$ cat src/rtl/guitar_input_pkg.sv
// Shared types and constants for the guitar input conditioner.
// Also holds the counter-width helper used by every counter in the block.
package guitar_input_pkg;

    localparam int NUM_FRETS   = 4;
    localparam int STRUM_CNT_W = 8;

    typedef enum logic [1:0] {
        IDLE         = 2'd0,
        HOLD         = 2'd1,
        WAIT_RELEASE = 2'd2
    } strum_state_t;

    // Width of a counter that must hold values 0..n-1, never narrower than one bit.
    function automatic int cnt_width(input int n);
        return (n > 1) ? $clog2(n) : 1;
    endfunction

endpackage

$ cat src/rtl/guitar_input_conditioner_if.sv
// Player-side raw inputs and processor-side conditioned outputs.
// The conditioner sits on the slave side.
interface guitar_input_conditioner_if;
    import guitar_input_pkg::*;

    logic [NUM_FRETS-1:0]   buttons_raw;
    logic                   strum_raw;
    logic                   run;
    logic [NUM_FRETS-1:0]   buttons;
    logic                   strum;
    logic                   gameclk;
    logic [STRUM_CNT_W-1:0] strum_count;

    modport master (
        output buttons_raw,
        output strum_raw,
        output run,
        input  buttons,
        input  strum,
        input  gameclk,
        input  strum_count
    );

    modport slave (
        input  buttons_raw,
        input  strum_raw,
        input  run,
        output buttons,
        output strum,
        output gameclk,
        output strum_count
    );
endinterface

$ cat src/rtl/debounce_channel.sv
// One debounced input: two-flop synchronizer, disagreement counter and stable register.
// The stable value moves only after DEBOUNCE_CYCLES consecutive disagreeing samples.
module debounce_channel
    import guitar_input_pkg::*;
#(
    parameter int DEBOUNCE_CYCLES = 16
) (
    input  logic clock,
    input  logic reset,
    input  logic din,
    output logic stable
);

    localparam int              CNT_W    = cnt_width(DEBOUNCE_CYCLES);
    localparam logic [CNT_W-1:0] CNT_LAST = CNT_W'(DEBOUNCE_CYCLES - 1);
    localparam logic [CNT_W-1:0] CNT_ZERO = {CNT_W{1'b0}};
    localparam logic [CNT_W-1:0] CNT_ONE  = CNT_W'(1);

    logic             sync1_r;
    logic             sync2_r;
    logic             stable_r;
    logic [CNT_W-1:0] cnt_r;

    // Synchronize, then count consecutive disagreements; any agreement restarts the count.
    always_ff @(posedge clock or negedge reset) begin
        if (!reset) begin
            sync1_r  <= 1'b0;
            sync2_r  <= 1'b0;
            stable_r <= 1'b0;
            cnt_r    <= CNT_ZERO;
        end else begin
            sync1_r <= din;
            sync2_r <= sync1_r;
            if (sync2_r == stable_r) begin
                cnt_r <= CNT_ZERO;
            end else if (cnt_r == CNT_LAST) begin
                stable_r <= sync2_r;
                cnt_r    <= CNT_ZERO;
            end else begin
                cnt_r <= cnt_r + CNT_ONE;
            end
        end
    end

    assign stable = stable_r;

endmodule

$ cat src/rtl/guitar_input_conditioner_checker.sv
// Structural invariants of the strum FSM and gameclk divider.
module guitar_input_conditioner_checker
    import guitar_input_pkg::*;
#(
    parameter int DIV_W = 1,
    parameter int GAMECLK_DIV = 4
) (
    input logic             clock,
    input logic             reset,
    input strum_state_t     state,
    input logic             strum,
    input logic [DIV_W-1:0] div_cnt
);

    // strum is the registered image of "next state is HOLD", so it tracks HOLD exactly.
    strum_matches_hold: assert property (@(posedge clock) disable iff (!reset)
        strum == (state == HOLD));

    state_legal: assert property (@(posedge clock) disable iff (!reset)
        state != strum_state_t'(2'd3));

    div_in_range: assert property (@(posedge clock) disable iff (!reset)
        int'(div_cnt) < GAMECLK_DIV);

endmodule

$ cat src/rtl/guitar_input_conditioner.sv
// Fret/strum debouncing, one-shot strum pulse generation and pausable gameclk divider
// feeding the Guitar Hero processor inputs.
module guitar_input_conditioner
    import guitar_input_pkg::*;
#(
    parameter int DEBOUNCE_CYCLES = 16,
    parameter int STRUM_HOLD      = 8,
    parameter int GAMECLK_DIV     = 4
) (
    input logic                       clock,
    input logic                       reset,
    guitar_input_conditioner_if.slave bus
);

    localparam int                HOLD_W    = cnt_width(STRUM_HOLD);
    localparam int                DIV_W     = cnt_width(GAMECLK_DIV);
    localparam logic [HOLD_W-1:0] HOLD_LOAD = HOLD_W'(STRUM_HOLD - 1);
    localparam logic [HOLD_W-1:0] HOLD_ZERO = {HOLD_W{1'b0}};
    localparam logic [HOLD_W-1:0] HOLD_ONE  = HOLD_W'(1);
    localparam logic [DIV_W-1:0]  DIV_LAST  = DIV_W'(GAMECLK_DIV - 1);
    localparam logic [DIV_W-1:0]  DIV_ZERO  = {DIV_W{1'b0}};
    localparam logic [DIV_W-1:0]  DIV_ONE   = DIV_W'(1);
    localparam logic [STRUM_CNT_W-1:0] CNT_ZERO = {STRUM_CNT_W{1'b0}};
    localparam logic [STRUM_CNT_W-1:0] CNT_ONE  = STRUM_CNT_W'(1);

    logic [NUM_FRETS-1:0]   fret_db_s;
    logic                   strum_db_s;
    strum_state_t           state_r;
    logic [HOLD_W-1:0]      hold_cnt_r;
    logic                   strum_r;
    logic [STRUM_CNT_W-1:0] strum_count_r;
    logic [DIV_W-1:0]       div_cnt_r;
    logic                   gameclk_r;

    for (genvar g = 0; g < NUM_FRETS; g++) begin : g_fret
        debounce_channel #(
            .DEBOUNCE_CYCLES (DEBOUNCE_CYCLES)
        ) u_fret (
            .clock  (clock),
            .reset  (reset),
            .din    (bus.buttons_raw[g]),
            .stable (fret_db_s[g])
        );
    end

    debounce_channel #(
        .DEBOUNCE_CYCLES (DEBOUNCE_CYCLES)
    ) u_strum (
        .clock  (clock),
        .reset  (reset),
        .din    (bus.strum_raw),
        .stable (strum_db_s)
    );

    // Strum FSM: strum_r is loaded with (next state == HOLD) so the pulse aligns with HOLD.
    always_ff @(posedge clock or negedge reset) begin
        if (!reset) begin
            state_r       <= IDLE;
            hold_cnt_r    <= HOLD_ZERO;
            strum_r       <= 1'b0;
            strum_count_r <= CNT_ZERO;
        end else begin
            case (state_r)
                IDLE: begin
                    if (strum_db_s) begin
                        state_r       <= HOLD;
                        hold_cnt_r    <= HOLD_LOAD;
                        strum_r       <= 1'b1;
                        strum_count_r <= strum_count_r + CNT_ONE;
                    end else begin
                        strum_r <= 1'b0;
                    end
                end
                HOLD: begin
                    if (hold_cnt_r == HOLD_ZERO) begin
                        state_r <= strum_db_s ? WAIT_RELEASE : IDLE;
                        strum_r <= 1'b0;
                    end else begin
                        hold_cnt_r <= hold_cnt_r - HOLD_ONE;
                        strum_r    <= 1'b1;
                    end
                end
                WAIT_RELEASE: begin
                    strum_r <= 1'b0;
                    if (!strum_db_s) begin
                        state_r <= IDLE;
                    end else begin
                        state_r <= WAIT_RELEASE;
                    end
                end
                default: begin
                    state_r <= IDLE;
                    strum_r <= 1'b0;
                end
            endcase
        end
    end

    // gameclk divider: counts only while run is high, so pausing preserves the phase.
    always_ff @(posedge clock or negedge reset) begin
        if (!reset) begin
            div_cnt_r <= DIV_ZERO;
            gameclk_r <= 1'b0;
        end else if (bus.run) begin
            if (div_cnt_r == DIV_LAST) begin
                div_cnt_r <= DIV_ZERO;
                gameclk_r <= ~gameclk_r;
            end else begin
                div_cnt_r <= div_cnt_r + DIV_ONE;
            end
        end else begin
            div_cnt_r <= div_cnt_r;
            gameclk_r <= gameclk_r;
        end
    end

    guitar_input_conditioner_checker #(
        .DIV_W       (DIV_W),
        .GAMECLK_DIV (GAMECLK_DIV)
    ) u_chk (
        .clock   (clock),
        .reset   (reset),
        .state   (state_r),
        .strum   (strum_r),
        .div_cnt (div_cnt_r)
    );

    assign bus.buttons     = fret_db_s;
    assign bus.strum       = strum_r;
    assign bus.gameclk     = gameclk_r;
    assign bus.strum_count = strum_count_r;

endmodule

$ cat src/flat_wrapper.sv
// flat-port wrapper written by rule: the top's interface ports become plain ports
module guitar_input_conditioner_flat import guitar_input_pkg::*;
#(
    parameter int DEBOUNCE_CYCLES = 16,
    parameter int STRUM_HOLD      = 8,
    parameter int GAMECLK_DIV     = 4
)
  (clock, reset, bus_buttons_raw, bus_strum_raw, bus_run, bus_buttons, bus_strum, bus_gameclk, bus_strum_count);
  guitar_input_conditioner_if bus_i ();
  input logic clock;
  input logic reset;
  input wire logic [$bits(bus_i.buttons_raw)-1:0] bus_buttons_raw;
  input wire logic [$bits(bus_i.strum_raw)-1:0] bus_strum_raw;
  input wire logic [$bits(bus_i.run)-1:0] bus_run;
  output wire logic [$bits(bus_i.buttons)-1:0] bus_buttons;
  output wire logic [$bits(bus_i.strum)-1:0] bus_strum;
  output wire logic [$bits(bus_i.gameclk)-1:0] bus_gameclk;
  output wire logic [$bits(bus_i.strum_count)-1:0] bus_strum_count;
  assign bus_i.buttons_raw = bus_buttons_raw;
  assign bus_i.strum_raw = bus_strum_raw;
  assign bus_i.run = bus_run;
  assign bus_buttons = bus_i.buttons;
  assign bus_strum = bus_i.strum;
  assign bus_gameclk = bus_i.gameclk;
  assign bus_strum_count = bus_i.strum_count;
  guitar_input_conditioner #(.DEBOUNCE_CYCLES(DEBOUNCE_CYCLES), .STRUM_HOLD(STRUM_HOLD), .GAMECLK_DIV(GAMECLK_DIV)) u_core (.clock(clock), .reset(reset), .bus(bus_i));
endmodule
$ cat config.mk
export PLATFORM = sky130hd
export DESIGN_NAME = guitar_input_conditioner_flat
export DESIGN_NICKNAME = d
export VERILOG_FILES = /design/src/rtl/guitar_input_pkg.sv /design/src/rtl/guitar_input_conditioner_if.sv /design/src/rtl/debounce_channel.sv /design/src/rtl/guitar_input_conditioner_checker.sv /design/src/rtl/guitar_input_conditioner.sv /design/src/flat_wrapper.sv
export SDC_FILE = /design/constraint.sdc
export NUM_CORES = 1
export LEC_CHECK = 0
export ABC_AREA = 1
export BUFFER_PORTS_ARGS = -buffer_cell sky130_fd_sc_hd__buf_2
export CORE_MARGIN = 2
export CORE_UTILIZATION = 30
export DETAILED_ROUTE_END_ITERATION = 10
export SYNTH_ARGS = -nofsm -noshare
export SYNTH_HDL_FRONTEND = slang
export SYNTH_SLANG_ARGS = --single-unit
$ cat constraint.sdc
create_clock -name clock -period 1.8 [get_ports clock]
set_clock_uncertainty 0.15 [all_clocks]
set_input_delay 0.27 -clock clock [delete_from_list [all_inputs] [get_ports clock]]
set_output_delay 0.27 -clock clock [all_outputs]
set_load 0.02 [all_outputs]
==> metrics.csv, run 1 <==
metric;value;unit
status;completed;
final net count;272;
clock-pin slew on the worst setup and hold paths;0.09;ns
Final HPWL DP;2289;um
Clock Path Buffers;2;
Placement Cell Area;2469;um^2
CP startpoint kind;register;
Overflow after GRT;0;
EDFF count, synth;0;
Final Slew Violations;0;
Slew @ Worst Pin;0.2790;ns
share of layout cells above drive strength 1;15.48;%
Final Worst Setup Slack;0.3121;ns
Slew Limit Headroom;81.40;%
Via density;4.000;
Worst Path Max Fanout;4;
worst hold slack;0.02653;ns
vias post-DR;1404;
initial antenna violation count;0;
CTS Buf Count;5;
Placer Congestion;0.6898;
Total Power;2622;uW
Max VDD drop;450.5;uV
IO Port Bufs;21;
initial core utilization;31.02;%
core box area;7253;um^2
H-tree Lvls;2;
Place WS;0.3134;ns
chip height;90.60;um
worst setup path class;register to register;
Synthesis Warnings;0;
max frequency;0.6721;GHz
max cap viols;0;
Wirelength per Cell;9.390;um
WP data arrival;1.53;ns
CTS tree;built;
clk sink count;52;
Starting DRT DRC Count;55;
Skew-Pair Late Insertion Delay;0.30;ns
synth-to-layout area growth;16.52;%
Die Wd;90.60;um
# diodes;0;
die area;8207;um^2
RSZ-0062 raised after global routing;false;
Final Cycle Share;82.66;%
Pwr Density;1000;nW/um^2
Worst Hold Class;input port to register;
Fillers;736;
Distinct cells, synth;21;
sequential share of the synthesized area;57.84;%
Post-CTS Repair Setup Buffers;0;
# DRC;0;
top_reg_cell synth;dfrtp_1;
final WL;3296;um
synthesis-stage register bit count;52;
first-pass GRT wire length;6127;um
Setup violations, final;0;
FFs w/ async S/R, synth;100.0;%
syn_area_per_cell;10.23;um^2
setup tns final;0;ns
Finished Cell Area;2621;um^2
Post-Syn Area;2250;um^2
vias in the first global route;1458;
P_leak;0.001378;uW
Final Hold Viols;0;
post-synthesis instance total;220;
Post-DRT Antenna Nets;0;
row count;31;
Ports;22;
Tmin final;1.488;ns
Required @ worst endpoint;1.84;ns
All-Layer GR Usage;9.002;%
pin count of the biggest net entering global routing;53;
clk root buf;clkbuf_8;
DR pass1 iterations;6;
Synthesized Nets;241;
crit end category;register;
-- synth_stat cells, drive strengths merged, types with 2 or more instances --
| cell type | count | share of area (%) |
|---|---|---|
| xnor2 | 12 | 4.7 |
| buf | 4 | 1.3 |
| ha | 13 | 7.2 |
| inv | 29 | 4.8 |
| nor2 | 28 | 5.2 |
| xor2 | 7 | 2.7 |
| a21oi | 3 | 0.67 |
| o21ai | 7 | 1.7 |
| mux2 | 2 | 1.0 |
| nand2b | 5 | 1.4 |
| nand3 | 17 | 4.0 |
| dfrtp | 52 | 58 |
| nand2 | 40 | 7.1 |
-- worst max-delay path: stages, from the launching register on --
cell	delay [ns]
dfrtp_1	0.41
inv_1	0.08
ha_1	0.25
nand2_2	0.15
mux2_2	0.34
-- cell type report --
cell class | instances | area, um^2 | share of cell area [%]
flip-flops and latches | 52 | 1301 | 49.64
multi-input cells | 135 | 809.5 | 30.88
repair buffers | 28 | 185.2 | 7.064
well taps | 99 | 123.9 | 4.726
inverters | 29 | 108.9 | 4.153
clock buffers | 6 | 82.58 | 3.150
clock inverters | 2 | 10.01 | 0.3819
-- power by group --
| group | switching [uW] | leakage [uW] | internal (uW) |
|---|---|---|---|
| registers | 90.2 | 0.000673 | 1300 |
| logic | 324 | 0.000654 | 228 |
| clock network | 369 | 0.0000510 | 307 |
| total | 783 | 0.00138 | 1840 |
-- worst paths after layout --
kind                                                  from                              end  slack, ns  cells past startpoint
hold reg to reg            u_core.g_fret[3].u_fret.sync1_r  u_core.g_fret[3].u_fret.sync2_r       0.20                      0
hold / removal                                     bus_run              u_core.div_cnt_r[0]       0.03                      2
setup reg to reg                         u_core.state_r[0]        u_core.bus.strum_count[1]       0.31                      4
setup / recovery                         u_core.state_r[0]        u_core.bus.strum_count[1]       0.31                      4
min in group asynchronous                            reset              u_core.div_cnt_r[0]       0.32                      3
max in group asynchronous                            reset        u_core.bus.strum_count[2]       0.93                      3
-- what timing repair did --
action,in CTS,in global routing
hold endpoints to repair,57,0
hold buffers,6,0
gates resized for setup,0,0
-- cell families after synthesis --
family                     share of synthesized area (%)
DFF                                                57.84
xor gates and xnor gates                           7.397
buffers and inverters                              6.173
adders and majority gates                          7.230
muxes                                              1.001
and+or+nand+nor                                    17.96
AOI/OAI and AO/OA                                  2.391
-- metrics by stage --
step | cells | util [%]
after global routing | 351 | 36.14
after global placement | 337 | 34.03
final | 351 | 36.14
after detailed placement | 337 | 34.03
after floorplan | 220 | -
after CTS | 351 | 36.14
-- registers in the layout (all words and copies together) (netlist names), 2 cells and up --
register	flops
u_core.g_fret.u_fret.sync1_r	4
u_core.u_strum.cnt_r	4
u_core.state_r	2
u_core.hold_cnt_r	3
u_core.div_cnt_r	2
u_core.g_fret.u_fret.cnt_r	16
u_core.g_fret.u_fret.sync2_r	4
u_core.bus.strum_count	8
u_core.g_fret.u_fret.stable	4
-- cell usage in the layout (no fill, tap or decap) --
| master | instances |
|---|---|
| dfrtp_1 | 52 |
| nand2_1 | 38 |
| inv_1 | 29 |
| nor2_1 | 25 |
| buf_2 | 21 |
| nand3_1 | 16 |
| ha_1 | 13 |
| xnor2_1 | 12 |
| xor2_1 | 7 |
| clkbuf_8 | 6 |
| dlygate4sd3_1 | 6 |
| nand2b_1 | 5 |
| a21oi_1 | 3 |
| o21ai_0 | 3 |
| o21ai_1 | 3 |
| nor2_2 | 2 |
| mux2_2 | 2 |
| clkinv_2 | 2 |
| nand2_2 | 1 |
| nor3_1 | 1 |
| nand3_2 | 1 |
| nor2_4 | 1 |
| nand2_4 | 1 |
| o21ai_2 | 1 |
| buf_12 | 1 |
-- routing by layer --
layer / GRT usage [%] / wire [um] / up-vias
li1: - / - / 733
met1: 11.03 / 1575 / 650
met2: 14.74 / 1557 / 18
met3: 2.588 / 129 / 3
met4: 3.974 / 34 / 0
met5: 0 / 0 / -
Power figures use the tool's default switching activity.
==> run 2: changes to the inputs <==
==> constraint.sdc (replaced) <==
create_clock -name clock -period 1.5 [get_ports clock]
set_clock_uncertainty 0.15 [all_clocks]
set_input_delay 0.225 -clock clock [delete_from_list [all_inputs] [get_ports clock]]
set_output_delay 0.225 -clock clock [all_outputs]
set_load 0.02 [all_outputs]
==> metrics.csv, run 2 (synthesis results as in run 1) <==
metric;value;unit;change
status;completed;;
metal3 WL;156;um;+21%
share of layout cells above drive strength 1;17.58;%;+2.1 points
Tmin final;1.414;ns;-0.07341 ns
clk root buf;clkbuf_8;;
H-tree Lvls;2;;unchanged
Ports;22;;unchanged
Required @ worst endpoint;1.55;ns;-0.29 ns
CTS Buf Count;5;;unchanged
worst setup path class;register to register;;
vias in the first global route;1438;;-1.4%
CTS tree;built;;
max cap viols;0;;unchanged
first-pass GRT wire length;6120;um;-0.11%
most frequent cells in the layout;dfrtp_1, nand2_1, inv_1;;
DR pass1 iterations;4;;-2
chip height;90.60;um;unchanged
Starting DRT DRC Count;44;;-20%
uppermost layer routed;met4;;
max frequency;0.7070;GHz;+5.2%
die area;8207;um^2;unchanged
final net count;276;;+1.5%
Die Wd;90.60;um;unchanged
final WL;3432;um;+4.1%
largest reg by FF count;u_core.g_fret.u_fret.cnt_r;;
Post-DRT Antenna Nets;0;;unchanged
vias post-DR;1454;;+3.6%
clock-pin slew on the worst setup and hold paths;0.09;ns;about the same
# DRC;0;;unchanged
WP data arrival;1.47;ns;-0.06 ns
placed cell count;337;;unchanged
initial antenna violation count;0;;unchanged
Overflow after GRT;0;;unchanged
Via density;4.096;;+2.4%
Final HPWL DP;2339;um;+2.2%
initial core utilization;31.02;%;unchanged
Worst Path Max Fanout;4;;unchanged
Pwr Density;1209;nW/um^2;+21%
P_leak;0.001394;uW;+1.2%
most common cell after layout, fill and taps aside;dfrtp_1;;
pin count of the biggest net entering global routing;53;;unchanged
clk sink count;52;;unchanged
Final Cycle Share;94.30;%;+12 points
Slew Limit Headroom;81.96;%;+0.56 points
core box area;7253;um^2;unchanged
CP startpoint kind;register;;
All-Layer GR Usage;9.156;%;+0.15 points
crit end category;register;;
Final Slew Violations;0;;unchanged
Skew-Pair Late Insertion Delay;0.30;ns;about the same
Wirelength per Cell;9.668;um;+3.0%
Slew @ Worst Pin;0.2686;ns;-0.01039 ns
RSZ-0062 raised after global routing;true;;
Clock Path Buffers;2;;unchanged
Worst Hold Class;register to register;;
IO Port Bufs;21;;unchanged
Setup violations, final;0;;unchanged
Placer Congestion;0.7042;;+2.1%
Final Hold Viols;0;;unchanged
max FFs per register;16;;unchanged
fin cells;355;;+1.1%
row count;31;;unchanged
M1 WL;1680;um;+6.7%
Total Power;3248;uW;+24%
DR WL met2;1554;um;-0.19%
# diodes;0;;unchanged
Max VDD drop;445.5;uV;-1.1%
synth-to-layout area growth;19.41;%;
[run 2: area by class of cell]
cell class,count,area [um^2]
fillers,744,4567
flip-flops and latches,52,1301
multi-input cells,135,844.6
repair buffers,32,217.7
well taps,99,123.9
inverters,29,108.9
clock buffers,8,90.09
[run 2: per-stage QoR]
| step | setup TNS, ns | utilization, % | hold WS [ns] | instance area (um^2) | worst slack, ns |
|---|---|---|---|---|---|
| global placement | 0 | 34.03 | 0.08804 | 2469 | 0.06045 |
| finish | 0 | 37.04 | 0.2019 | 2686 | 0.08552 |
| CTS | 0 | 36.28 | 0.2061 | 2631 | 0.01223 |
| global route | -0.06761 | 37.04 | 0.2097 | 2686 | -0.03387 |
| floorplan | 0 | - | -0.2206 | 2250 | 0.1064 |
| detailed placement | 0 | 34.03 | 0.09321 | 2469 | 0.001963 |
[run 2: timing repair]
| action | 4_1_cts | 5_1_grt |
|---|---|---|
| hold buffers | 7 | 0 |
| hold endpoints to repair | 58 | 0 |
| setup endpoints to repair | 3 | 9 |
| buffers inserted | 0 | 3 |
| pin swaps | 0 | 1 |
| resized for setup | 1 | 7 |
[run 2: power by group]
part           internal, uW  switching, uW  leakage [uW]  total, uW
sequential             1560            106      0.000673       1670
clock                   377            436     0.0000455        814
combinational           342            422      0.000675        764
[run 2: worst paths after layout]
path	startpoint	end	slack (ns)	cells after the start
setup / recovery	u_core.state_r[1]	u_core.bus.strum_count[6]	0.09	7
hold / removal	u_core.g_fret[2].u_fret.sync1_r	u_core.g_fret[2].u_fret.sync2_r	0.20	0
min in group asynchronous	reset	u_core.div_cnt_r[0]	0.29	3
hold reg to reg	u_core.g_fret[2].u_fret.sync1_r	u_core.g_fret[2].u_fret.sync2_r	0.20	0
max in group asynchronous	reset	u_core.g_fret[1].u_fret.cnt_r[2]	0.68	3
setup reg to reg	u_core.state_r[1]	u_core.bus.strum_count[6]	0.09	7
[run 2: critical path, cell delays in order (launching register included)]
cell	delay, ns
dfrtp_1	0.41
inv_2	0.11
ha_4	0.17
nand2_2	0.10
nor2_4	0.14
nand2_4	0.07
o21ai_2	0.10
nand2_1	0.05
[run 2: routing by layer]
layer / global-route usage [%] / vias to the layer above
met5: 0 / -
met1: 11.11 / 682
met3: 3.756 / 5
li1: - / 747
met2: 14.93 / 20
met4: 2.692 / 0
==> run 3: changes to the inputs <==
--- a/config.mk
+++ b/config.mk
@@ -5,7 +5,6 @@
 export SDC_FILE = /design/constraint.sdc
 export NUM_CORES = 1
 export LEC_CHECK = 0
-export ABC_AREA = 1
 export BUFFER_PORTS_ARGS = -buffer_cell sky130_fd_sc_hd__buf_2
 export CORE_MARGIN = 2
 export CORE_UTILIZATION = 30
==> metrics.csv, run 3 <==
metric;value;unit;change
M1 WL;1721;um;+2.4%
Comb power frac;28.2;%;+4.7 points
Wirelength per Cell;11.08;um;+15%
final WL;3590;um;+4.6%
final net count;245;;-11%
clk root buf;clkbuf_8;;
Clock Path Buffers;2;;unchanged
row count;31;;unchanged
synth cell count leaders;dfrtp_1, xnor2_1, ha_1;;
Max VDD drop;453.3;uV;+1.8%
max frequency;0.6733;GHz;-4.8%
Overflow after GRT;0;;unchanged
Tmin final;1.485;ns;+0.07065 ns
cells along the critical path;inv_2 > ha_4 > nor2b_4 > a21oi_2 > mux2_4;;
Worst Path Max Fanout;4;;unchanged
clk sink count;52;;unchanged
Reg area;1301;um^2;unchanged
Placement Cell Area;2537;um^2;+2.8%
IO Port Bufs;21;;unchanged
worst hold slack;0.06055;ns;-0.1413 ns
power share of the sequential group;49.0;%;-2.4 points
CTS tree;built;;
crit end category;register;;
pin count of the biggest net entering global routing;53;;unchanged
most frequent cells in the layout;dfrtp_1, buf_2, xnor2_1;;
EDFF count, synth;0;;unchanged
Total Power;3429;uW;+5.6%
Final Slew Violations;0;;unchanged
Starting DRT DRC Count;25;;-43%
Die Wd;90.38;um;-0.24%
P_leak;0.001276;uW;-8.4%
Skew-Pair Late Insertion Delay;0.29;ns;about the same
sw power;961.9;uW;-0.27%
most common cell in the netlist;dfrtp_1;;
initial antenna violation count;0;;unchanged
initial core utilization;30.86;%;-0.16 points
worst setup path class;register to register;;
largest reg by FF count;u_core.g_fret.u_fret.cnt_r;;
uppermost layer routed;met4;;
max incr delay on CP;0.39;ns;-0.02 ns
FFs w/ async S/R, synth;100.0;%;unchanged
Place WS;-0.02442;ns;-0.02638 ns
Slew Limit Headroom;74.35;%;-7.6 points
H-tree Lvls;2;;unchanged
Clk pwr share;22.9;%;-2.2 points
clock-pin slew on the worst setup and hold paths;0.09;ns;about the same
WP data arrival;1.52;ns;+0.05 ns
Worst Hold Class;input port to register;;
Post-DRT Antenna Nets;0;;unchanged
Final HPWL DP;2509;um;+7.3%
switching share of power;28.05;%;-1.6 points
# diodes;0;;unchanged
CP startpoint kind;register;;
metal3 WL;137;um;-12%
most common cell after layout, fill and taps aside;dfrtp_1;;
Via density;4.349;;+6.2%
post-synthesis instance total;182;;-17%
CTS Buf Count;5;;unchanged
Final Worst Setup Slack;0.01487;ns;-0.07065 ns
Multi-input gate area;908.4;um^2;+7.6%
Synthesized Nets;203;;-16%
top_reg_cell synth;dfrtp_1;;
sequential share of the synthesized area;58.13;%;+0.29 points
core box area;7253;um^2;unchanged
RSZ-0062 raised after global routing;true;;
Finished Cell Area;2744;um^2;+2.1%
Top Family by Delay on Critical Path;flip-flops;;
synth-to-layout area growth;22.58;%;
Synthesis Warnings;0;;unchanged
Pwr Density;1250;nW/um^2;+3.4%
max FFs per register;16;;unchanged
leading area contributor after synthesis;dfrtp_1;;
Final Hold Viols;0;;unchanged
top cells by area, synth;dfrtp_1, ha_1, xnor2_1;;
Slew @ Worst Pin;0.3819;ns;+0.1133 ns
max cap viols;0;;unchanged
chip height;90.38;um;-0.24%
Setup violations, final;0;;unchanged
CP max stage cell;dfrtp_1;;
Fillers;721;;-3.1%
post-synth top area share;58.13;%;+0.29 points
vias in the first global route;1400;;-2.6%
Required @ worst endpoint;1.54;ns;about the same
first-pass GRT wire length;6154;um;+0.56%
# DRC;0;;unchanged
Final Cycle Share;99.01;%;+4.7 points
status;completed;;
syn_area_per_cell;12.30;um^2;+20%
All-Layer GR Usage;9.331;%;+0.18 points
share of layout cells above drive strength 1;27.56;%;+10 points
DR WL met2;1687;um;+8.6%
Ports;22;;unchanged
vias post-DR;1409;;-3.1%
synthesis-stage register bit count;52;;unchanged
die area;8169;um^2;-0.47%
internal power;2467;uW;+8.0%
DR pass1 iterations;4;;unchanged
Placer Congestion;0.7404;;+5.1%
Buf+Inv Stages, Crit Path;1;;unchanged
Distinct cells, synth;29;;+38%
Post-Syn Area;2238;um^2;-0.50%
run 3: cell count changes in the layout (fill, tap and decap cells not counted), moves of 4 or more:
cell / change
nand2_1: -31
inv_1: -18
nor2_1: -13
buf_4: +9
nand3_1: -8
a21oi_1: +6
mux2_2: +6
nor2b_1: +5
nor3b_1: +5
nand2b_1: -4
nand4b_1: +4
xor2_1: -4
run 3: cell families (layout without fill, tap and decap cells):
logic type	count (synthesis)	in the layout	synth area share (%)
AOI/OAI and AO/OA	24	24	6.485
xor gates and xnor gates	18	18	7.043
adders and majority gates	13	13	7.267
buffers and inverters	17	60	3.689
DFF	52	52	58.13
muxes	10	10	5.198
and+or+nand+nor	48	48	12.19
run 3: final timing paths:
kind / startpoint / endpoint / slack (ns) / cells past startpoint
worst max register to register: u_core.state_r[0] / u_core.state_r[0] / 0.01 / 5
max in group asynchronous: reset / u_core.g_fret[3].u_fret.stable / 0.67 / 3
worst min register to register: u_core.g_fret[3].u_fret.sync1_r / u_core.g_fret[3].u_fret.sync2_r / 0.20 / 0
worst min-delay path: bus_run / u_core.bus.gameclk / 0.06 / 3
min in group asynchronous: reset / u_core.g_fret[1].u_fret.cnt_r[0] / 0.30 / 3
worst max-delay path: u_core.state_r[0] / u_core.state_r[0] / 0.01 / 5
run 3: power by group through the flow:
stage	registers (uW)	clock network [uW]	logic, uW
CTS	1670	836	890
floorplan	1720	0	509
global placement	1690	0	833
detailed placement	1700	0	856
global route	1700	899	1080
finish	1680	784	966
run 3: routing by layer:
layer	vias up	GRT usage [%]
met5	-	0
met4	0	2.692
met3	6	3.673
met2	17	14.66
met1	683	11.95
li1	703	-
run 3: layout make-up:
class | count | area share, %
tap | 99 | 4.514
sequential | 52 | 47.42
inverter | 12 | 1.642
timing repair buffer | 40 | 10.03
clock buffer | 8 | 3.283
multi-input combinational | 113 | 33.11
run 3: repair_timing:
action | in CTS | in global routing
cloned | 0 | 0
endpoints found under the hold margin | 57 | 0
endpoints found under the setup margin | 3 | 9
pin swaps | 0 | 5
setup buffers | 0 | 2
hold buffers | 6 | 0
resized for setup | 3 | 8
run 3: worst register-to-register path, delay by kind of cell, from the launching register on:
family	cells	cell delay (ns)
muxes	1	0.31
AOI/OAI and AO/OA	1	0.15
and+or+nand+nor	1	0.14
buffers and inverters	1	0.07
DFF	1	0.39
adders and majority gates	1	0.18
run 3: through the flow:
stage	setup TNS, ns	utilization [%]	instances
3_3_place_gp	0	34.98	308
3_5_place_dp	-0.02442	34.98	308
5_1_grt	-0.06233	37.83	324
4_1_cts	-0.008620	37.16	322
6_report	0	37.83	324
2_1_floorplan	0	-	182
